File: src/rtl/ex_muldiv_if.sv
// Execute-stage handshake between the pipeline (master) and the multiply/divide unit (slave).
interface ex_muldiv_if;
    logic        start;
    logic [1:0]  op;
    logic [31:0] src_a;
    logic [31:0] src_b;
    logic        flush;
    logic        exe_stall;
    logic [31:0] hi;
    logic [31:0] lo;
    logic        result_valid;
    logic        div_by_zero;

    modport master (
        output start, op, src_a, src_b, flush,
        input  exe_stall, hi, lo, result_valid, div_by_zero
    );

    modport slave (
        input  start, op, src_a, src_b, flush,
        output exe_stall, hi, lo, result_valid, div_by_zero
    );
endinterface

File: src/rtl/ex_muldiv.sv
// Multi-cycle MULT/MULTU/DIV/DIVU unit producing HI/LO; stalls ID/EX while busy.
// Division is restoring, one quotient bit per cycle, on operand magnitudes.
module ex_muldiv #(
    parameter int MUL_CYCLES = 4
) (
    input  logic      clk,
    input  logic      resetn,
    ex_muldiv_if.slave bus
);
    typedef enum logic [1:0] {IDLE, MUL, DIV, DONE} state_t;

    state_t      state;
    logic [1:0]  op_q;
    logic [31:0] a_q;
    logic [31:0] b_q;
    logic [31:0] cnt;
    logic [31:0] quot;
    logic [31:0] rem;
    logic [31:0] hi_q;
    logic [31:0] lo_q;
    logic        result_valid_q;
    logic        dbz_q;

    logic        signed_op;
    logic        signed_in;
    logic [63:0] ext_a;
    logic [63:0] ext_b;
    logic [63:0] product;
    logic [31:0] a_mag_in;
    logic [31:0] b_mag;
    logic [32:0] rem_sh;
    logic [32:0] diff;
    logic [31:0] rem_next;
    logic [31:0] quot_next;
    logic [31:0] quot_fix;
    logic [31:0] rem_fix;

    assign signed_op = ~op_q[0];
    assign signed_in = ~bus.op[0];

    // Low 64 bits of a two's complement product are exact once both sides are sign-extended.
    assign ext_a   = {{32{signed_op & a_q[31]}}, a_q};
    assign ext_b   = {{32{signed_op & b_q[31]}}, b_q};
    assign product = ext_a * ext_b;

    assign a_mag_in = (signed_in && bus.src_a[31]) ? (32'd0 - bus.src_a) : bus.src_a;
    assign b_mag    = (signed_op && b_q[31]) ? (32'd0 - b_q) : b_q;

    assign rem_sh    = {rem, quot[31]};
    assign diff      = rem_sh - {1'b0, b_mag};
    assign rem_next  = diff[32] ? rem_sh[31:0] : diff[31:0];
    assign quot_next = {quot[30:0], ~diff[32]};

    // 0x80000000 / -1 negates back onto itself, giving the architectural wrap.
    assign quot_fix = (signed_op && (a_q[31] ^ b_q[31])) ? (32'd0 - quot_next) : quot_next;
    assign rem_fix  = (signed_op && a_q[31]) ? (32'd0 - rem_next) : rem_next;

    always_ff @(posedge clk or negedge resetn) begin
        if (!resetn) begin
            state          <= IDLE;
            op_q           <= 2'b00;
            a_q            <= 32'd0;
            b_q            <= 32'd0;
            cnt            <= 32'd0;
            quot           <= 32'd0;
            rem            <= 32'd0;
            hi_q           <= 32'd0;
            lo_q           <= 32'd0;
            result_valid_q <= 1'b0;
            dbz_q          <= 1'b0;
        end else begin
            result_valid_q <= 1'b0;
            case (state)
                IDLE: begin
                    if (bus.start && !bus.flush) begin
                        op_q <= bus.op;
                        a_q  <= bus.src_a;
                        b_q  <= bus.src_b;
                        cnt  <= 32'd0;
                        rem  <= 32'd0;
                        quot <= a_mag_in;
                        if (!bus.op[1]) begin
                            state <= MUL;
                        end else if (bus.src_b != 32'd0) begin
                            state <= DIV;
                        end else begin
                            hi_q           <= bus.src_a;
                            lo_q           <= 32'hFFFF_FFFF;
                            dbz_q          <= 1'b1;
                            result_valid_q <= 1'b1;
                            state          <= DONE;
                        end
                    end
                end
                MUL: begin
                    if (bus.flush) begin
                        state <= IDLE;
                    end else if (cnt == 32'(MUL_CYCLES - 1)) begin
                        {hi_q, lo_q}   <= product;
                        result_valid_q <= 1'b1;
                        state          <= DONE;
                    end else begin
                        cnt <= cnt + 32'd1;
                    end
                end
                DIV: begin
                    if (bus.flush) begin
                        state <= IDLE;
                    end else begin
                        rem  <= rem_next;
                        quot <= quot_next;
                        cnt  <= cnt + 32'd1;
                        if (cnt == 32'd31) begin
                            lo_q           <= quot_fix;
                            hi_q           <= rem_fix;
                            dbz_q          <= 1'b0;
                            result_valid_q <= 1'b1;
                            state          <= DONE;
                        end
                    end
                end
                DONE: begin
                    state <= IDLE;
                end
                default: begin
                    state <= IDLE;
                end
            endcase
        end
    end

    assign bus.exe_stall    = (state == MUL) || (state == DIV) ||
                              ((state == IDLE) && bus.start && !bus.flush);
    assign bus.hi           = hi_q;
    assign bus.lo           = lo_q;
    assign bus.result_valid = result_valid_q;
    assign bus.div_by_zero  = dbz_q;
endmodule

File: src/flat_wrapper.sv
// flat-port wrapper written by rule: the top's interface ports become plain ports
module ex_muldiv_flat 
#(
    parameter int MUL_CYCLES = 4
)
  (clk, resetn, bus_start, bus_op, bus_src_a, bus_src_b, bus_flush, bus_exe_stall, bus_hi, bus_lo, bus_result_valid, bus_div_by_zero);
  ex_muldiv_if bus_i ();
  input  logic clk;
  input  logic resetn;
  input wire logic [$bits(bus_i.start)-1:0] bus_start;
  input wire logic [$bits(bus_i.op)-1:0] bus_op;
  input wire logic [$bits(bus_i.src_a)-1:0] bus_src_a;
  input wire logic [$bits(bus_i.src_b)-1:0] bus_src_b;
  input wire logic [$bits(bus_i.flush)-1:0] bus_flush;
  output wire logic [$bits(bus_i.exe_stall)-1:0] bus_exe_stall;
  output wire logic [$bits(bus_i.hi)-1:0] bus_hi;
  output wire logic [$bits(bus_i.lo)-1:0] bus_lo;
  output wire logic [$bits(bus_i.result_valid)-1:0] bus_result_valid;
  output wire logic [$bits(bus_i.div_by_zero)-1:0] bus_div_by_zero;
  assign bus_i.start = bus_start;
  assign bus_i.op = bus_op;
  assign bus_i.src_a = bus_src_a;
  assign bus_i.src_b = bus_src_b;
  assign bus_i.flush = bus_flush;
  assign bus_exe_stall = bus_i.exe_stall;
  assign bus_hi = bus_i.hi;
  assign bus_lo = bus_i.lo;
  assign bus_result_valid = bus_i.result_valid;
  assign bus_div_by_zero = bus_i.div_by_zero;
  ex_muldiv #(.MUL_CYCLES(MUL_CYCLES)) u_core (.clk(clk), .resetn(resetn), .bus(bus_i));
endmodule
File: config.mk
export PLATFORM = sky130hd
export DESIGN_NAME = ex_muldiv_flat
export DESIGN_NICKNAME = d
export VERILOG_FILES = /design/src/rtl/ex_muldiv_if.sv /design/src/rtl/ex_muldiv.sv /design/src/flat_wrapper.sv
export SDC_FILE = /design/constraint.sdc
export NUM_CORES = 2
export LEC_CHECK = 0
export ABC_AREA = 0
export BUFFER_PORTS_ARGS = -buffer_cell sky130_fd_sc_hd__clkbuf_2
export CORE_MARGIN = 2
export CORE_UTILIZATION = 30
export CTS_CLUSTER_DIAMETER = 40
export DETAILED_ROUTE_END_ITERATION = 7
export PLACE_DENSITY = 0.53
export SYNTH_ARGS = -nofsm -noshare
export SYNTH_HDL_FRONTEND = slang
export SYNTH_SLANG_ARGS = --single-unit
File: constraint.sdc
create_clock -name clk -period 22.6 [get_ports clk]
set_input_delay 6.78 -clock clk [delete_from_list [all_inputs] [get_ports clk]]
set_output_delay 6.78 -clock clk [all_outputs]
set_load 0.005 [all_outputs]
# After elaboration in Yosys (flattened, before gate mapping)
# Index checks and enable logic that the tools add are counted.
op_classes:
  n_addsub: 6
  mul: 1
  eq_ne: 15
  mux: 53
  n_bitwise: 6
  n_reduce_logical: 20
ops:
  columns: ["op", "n"]
  rows:
  - ["$mux W32", 26]
  - ["$pmux W32 S3", 3]
  - ["$pmux W32 S2", 2]
  - ["$sub A1 B32 Y32 const A", 4]
  - ["$mul A33 B33 Y64", 1]
  - ["$sub A33 B32 Y33", 1]
  - ["$add A32 B1 Y32 const B", 1]
  - ["$eq A32 B2 Y1 const B", 1]
  - ["$eq A32 B5 Y1 const B", 1]
  - ["$reduce_bool A32 Y1", 1]
  - ["$mux W1", 13]
  - ["$mux W2", 6]
  - ["$ne A2 B2 Y1 const B", 5]
  - ["$pmux W2 S4", 1]
  - ["$reduce_and A8 Y1", 1]
  - ["$logic_and A1 B1 Y1", 7]
  - ["$ne A2 B1 Y1 const B", 3]
  - ["$ne A3 B2 Y1 const B", 2]
  - ["$reduce_and A3 Y1", 2]
  - ["$reduce_and A6 Y1", 1]
  - ["$reduce_and A5 Y1", 1]
  - ["$eq A2 B2 Y1 const B", 2]
  - ["$not A1 Y1", 3]
  - ["$pmux W1 S3", 1]
  - ["other kinds (10)", 12]
totals:
  register_bits: 229
  output_inout_bits: 67
  wordCells: 112

# Depth between registers and ports, before layout
depth:
  depth_word: 10
  ltp_mapped: 34

# Least setup slack after synthesis
# OpenSTA, ideal clock, no wires.
synth_path:
  path_type: "input to output"
  from: "input bus_flush"
  to: "output bus_exe_stall"
  arrival_ns: 7.436
  setup_slack_ns: 8.384
  cell_stages: 4
  path_buffers: 1
  path_cell_list: "inv_1 nand3_1 clkbuf_1 nand2_1"
synth_via:
  elab_chain_len: 3
synth_lines:
  columns: ["element", "line_no", "text"]
  rows:
  - ["from (decl)", "flat_wrapper.sv:14", "input wire logic [$bits(bus_i.flush)-1:0] bus_flush;"]
  - ["$logic_not A1 Y1", "ex_muldiv.sv:133", "((state == IDLE) && bus.start && !bus.flush);"]
  - ["$logic_and A1 B1 Y1", "ex_muldiv.sv:133", null]
  - ["$logic_or A1 B1 Y1", "ex_muldiv.sv:132", "assign bus.exe_stall = (state == MUL) || (state == DIV) ||"]
  - ["to (decl)", "flat_wrapper.sv:15", "output wire logic [$bits(bus_i.exe_stall)-1:0] bus_exe_stall;"]
# Every way passes these cells.

# Worst setup path in the final report
# Ends and elaborated chain as after synthesis.

==> impl_metrics.yaml <==
outcome:
  outcome: "finished, final reports clean"
cts:
  postCtsSetupRepairBufs: 0
  cts_buffer_depth: 3
  clk_latency_ns: 0.63
  cts_tree: "built"
  clk_pin_slew_ns: 0.06
  numClockSinks: 229
  htree_levels: 1
  cts_resized: 0
  root_buffer: "clkbuf_16"
  holdBufCountCts: 0
  numCtsBuffers: 31
die:
  core-area_sq_um: 176100
  dieArea_sq_um: 180600
  ioPinCount: 137
  dieWidth_microns: 425.0
  initial_core_util_pct: 30.19
  die_h_microns: 425.0
  floorplan.rows: 154
synthesis:
  yosysUniqueCellTypes: 90
  yosys.area_share.simple_pct: 15.70
  synthCells: 5952
  synthAdderAreaFrac_pct: 48.40
  synth_edf_count: 0
  postSynthAreaPerCell_sq_um: 8.933
  syn-num-nets: 7403
  yosys_warnings: 0
  yosysSeqAreaShare_pct: 10.78
  synth.area.mux_share_pct: 1.699
  ys_ff_latch: 229
  synth-xor-area-share_pct: 3.989
  ys.flop_type: "dfrtp_1"
  netlist_area_sq_um: 53170
  ys_async_sr_fraction_pct: 100.0
  synth_top_family_by_area: "adder cells"
  synth_compound_area_share_pct: 8.641
setup_path:
  crit_slowest_cell: "nand3_4"
  cp_cell_sequence: "clkbuf_2 > inv_1 > nand3_4 > nand2_1 > clkbuf_2"
  cp_common_cell: "clkbuf_2"
  end_kind: "output pin"
  cp_data_arrival_time_ns: 7.83
  path_buf_inv: 3
  path_delay_family: "simple AND/OR/NAND/NOR gates"
  crit_required_ns: 15.82
  path_class: "input port to output pin"
  path_max_fanout: 19
  cp-start-kind: "input port"
  critPathMaxStageDelay_ns: 0.36
timing:
  report.final.slew_viol_count: 0
  rsz0062_at_grt: "false"
  hold_viol_final: 0
  skew_ns: 0.04303
  slew_headroom_pct: 7.651
  period_needed_ns: 14.61
  fmax_mhz: 68.43
  tightestPinTransition_ns: 1.382
  final.setup.tns_ns: 0
  finalCritPeriodShare_pct: 64.66
  setup_viol: 0
worst_hold_path:
  min_path_type: "register to register"
finish:
  nFillCells: 18510
  nNetsFinal: 7307
  area_growth_pct: 7.674
  final_layout_size_suffix_gt1_share_pct: 6.615
place:
  place.gp.congestion: 0.9244
  hpwl_mm: 131.0
  portBuffers: 136
routing:
  drt_wl_total_mm: 163.5
  dr.pass1.iters: 5
  drt-wirelength-per-cell_microns: 19.87
  ant_nets: 0
  detail_route.iter0.violations: 2678
  drc_errors: 0
  route.vias.total: 40250
  vias_per_cell: 4.892
flow_run:
  drv_cap: 0
global_routing:
  antenna_found_initial: 13
  grt_max_degree: 107
  grtUsageTotal_pct: 18.51
  grt_pass1_wl_mm: 260.1
  grt_pass1_vias: 42880
  grt.overflow.total: 0
synth_stat cells, drive strengths merged (11+ instances only):
master  number  share of area (%)
o21ai      204                1.9
fa        1126                 42
inv       1165                8.2
mux2        66                1.4
a211oi      12               0.19
buf         50               0.44
o31ai       32               0.49
nor4        34               0.40
nor2       234                1.7
or3         15               0.19
a21oi      203                1.9
xor2        89                1.5
a221oi      44               0.75
o21a        23               0.32
dfrtp      229                 11
nand4       21               0.25
a21o        48               0.68
nor2b       18               0.21
and2       370                4.4
a31oi       26               0.31
ha         255                6.0
nand3       42               0.40
nand2b      31               0.36
nor3b       11               0.16
clkbuf     297                2.1
and3        29               0.34
xnor2      151                2.5
nand2      908                6.4
mux2i       16               0.30
nor3        39               0.38
cells in the final DEF, fill, tap and decap left out, types with 89 or more instances in the layout:
| cell | count |
|---|---|
| a21oi_1 | 202 |
| xnor2_1 | 150 |
| ha_1 | 253 |
| o21ai_0 | 175 |
| xor2_1 | 89 |
| nand2_1 | 906 |
| clkbuf_2 | 135 |
| dfrtp_1 | 224 |
| and2_1 | 370 |
| fa_1 | 1126 |
| inv_1 | 1165 |
| nor2_1 | 233 |
registers in the layout, indices dropped and copies added, names as in the netlist:
name                     flops
u_core.rem                  32
u_core.op_q                  1
u_core.bus.result_valid      1
u_core.bus.div_by_zero       1
u_core.a_q                  32
u_core.bus.hi               32
u_core.b_q                  32
u_core.bus.lo               32
u_core.state                 2
u_core.cnt                  32
u_core.quot                 32
final cells by class:
type                       count  area (sq um)  share of cell area, %
sequential                   229          5737                  10.02
clock inverter                19         266.5                 0.4655
multi-input combinational   4207         41750                  72.93
inverter                    1169          4388                  7.665
timing repair buffer         218          1306                  2.282
tap                         2340          2928                  5.114
antenna                        6         15.01                0.02623
clock buffer                  39         855.8                  1.495
worst register-to-register path, delay by kind of cell (launching register included):
family / cells / cell delay, ns
fa+ha+maj: 9 / 4.20
compound gates: 7 / 1.97
buf+inv: 5 / 1.67
simple gates: 5 / 1.43
flops: 1 / 0.56
xor+xnor: 1 / 0.20
worst paths after layout:
kind,slack [ns],endpoint,depth (start not counted),start
max,7.99,bus_exe_stall,5,bus_flush
min,0.48,u_core.a_q[5],2,u_core.a_q[5]
max reg2reg,12.43,u_core.bus.hi[31],27,u_core.op_q[0]
min reg2reg,0.48,u_core.a_q[5],2,u_core.a_q[5]
max in group asynchronous,14.80,u_core.a_q[8],2,resetn
min in group asynchronous,6.25,u_core.cnt[10],1,resetn
cells by family after synthesis:
logic type / Yosys count
buf+inv: 1516
xor+xnor: 240
fa+ha+maj: 1381
mux: 82
compound gates: 714
flops: 229
simple gates: 1790
metrics by stage:
step	cell area (sq um)	utilization [%]	setup slack [ns]	hold slack, ns	std cells
global placement	56110	31.86	7.996	0.4617	8163
floorplan	53170	-	8.384	0.4662	5952
global route	57240	32.50	7.915	0.4961	8223
finish	57250	32.51	7.986	0.4832	8227
detailed placement	56110	31.86	7.995	0.4646	8163
CTS	57230	32.50	7.994	0.4865	8221
layer usage:
metal	share of wire, %	wire length (microns)	track usage (%)	vias to the layer above
li1	-	-	-	17950
met1	42	68720	24.01	21070
met2	50	80950	32.07	973
met3	4.5	7394	1.986	241
met4	3.9	6380	6.217	8
met5	0.033	54	0	-
Power is left out: the tool's default activity adds up to more than one toggle a clock period on the data nets, which glitch-free logic cannot reach.
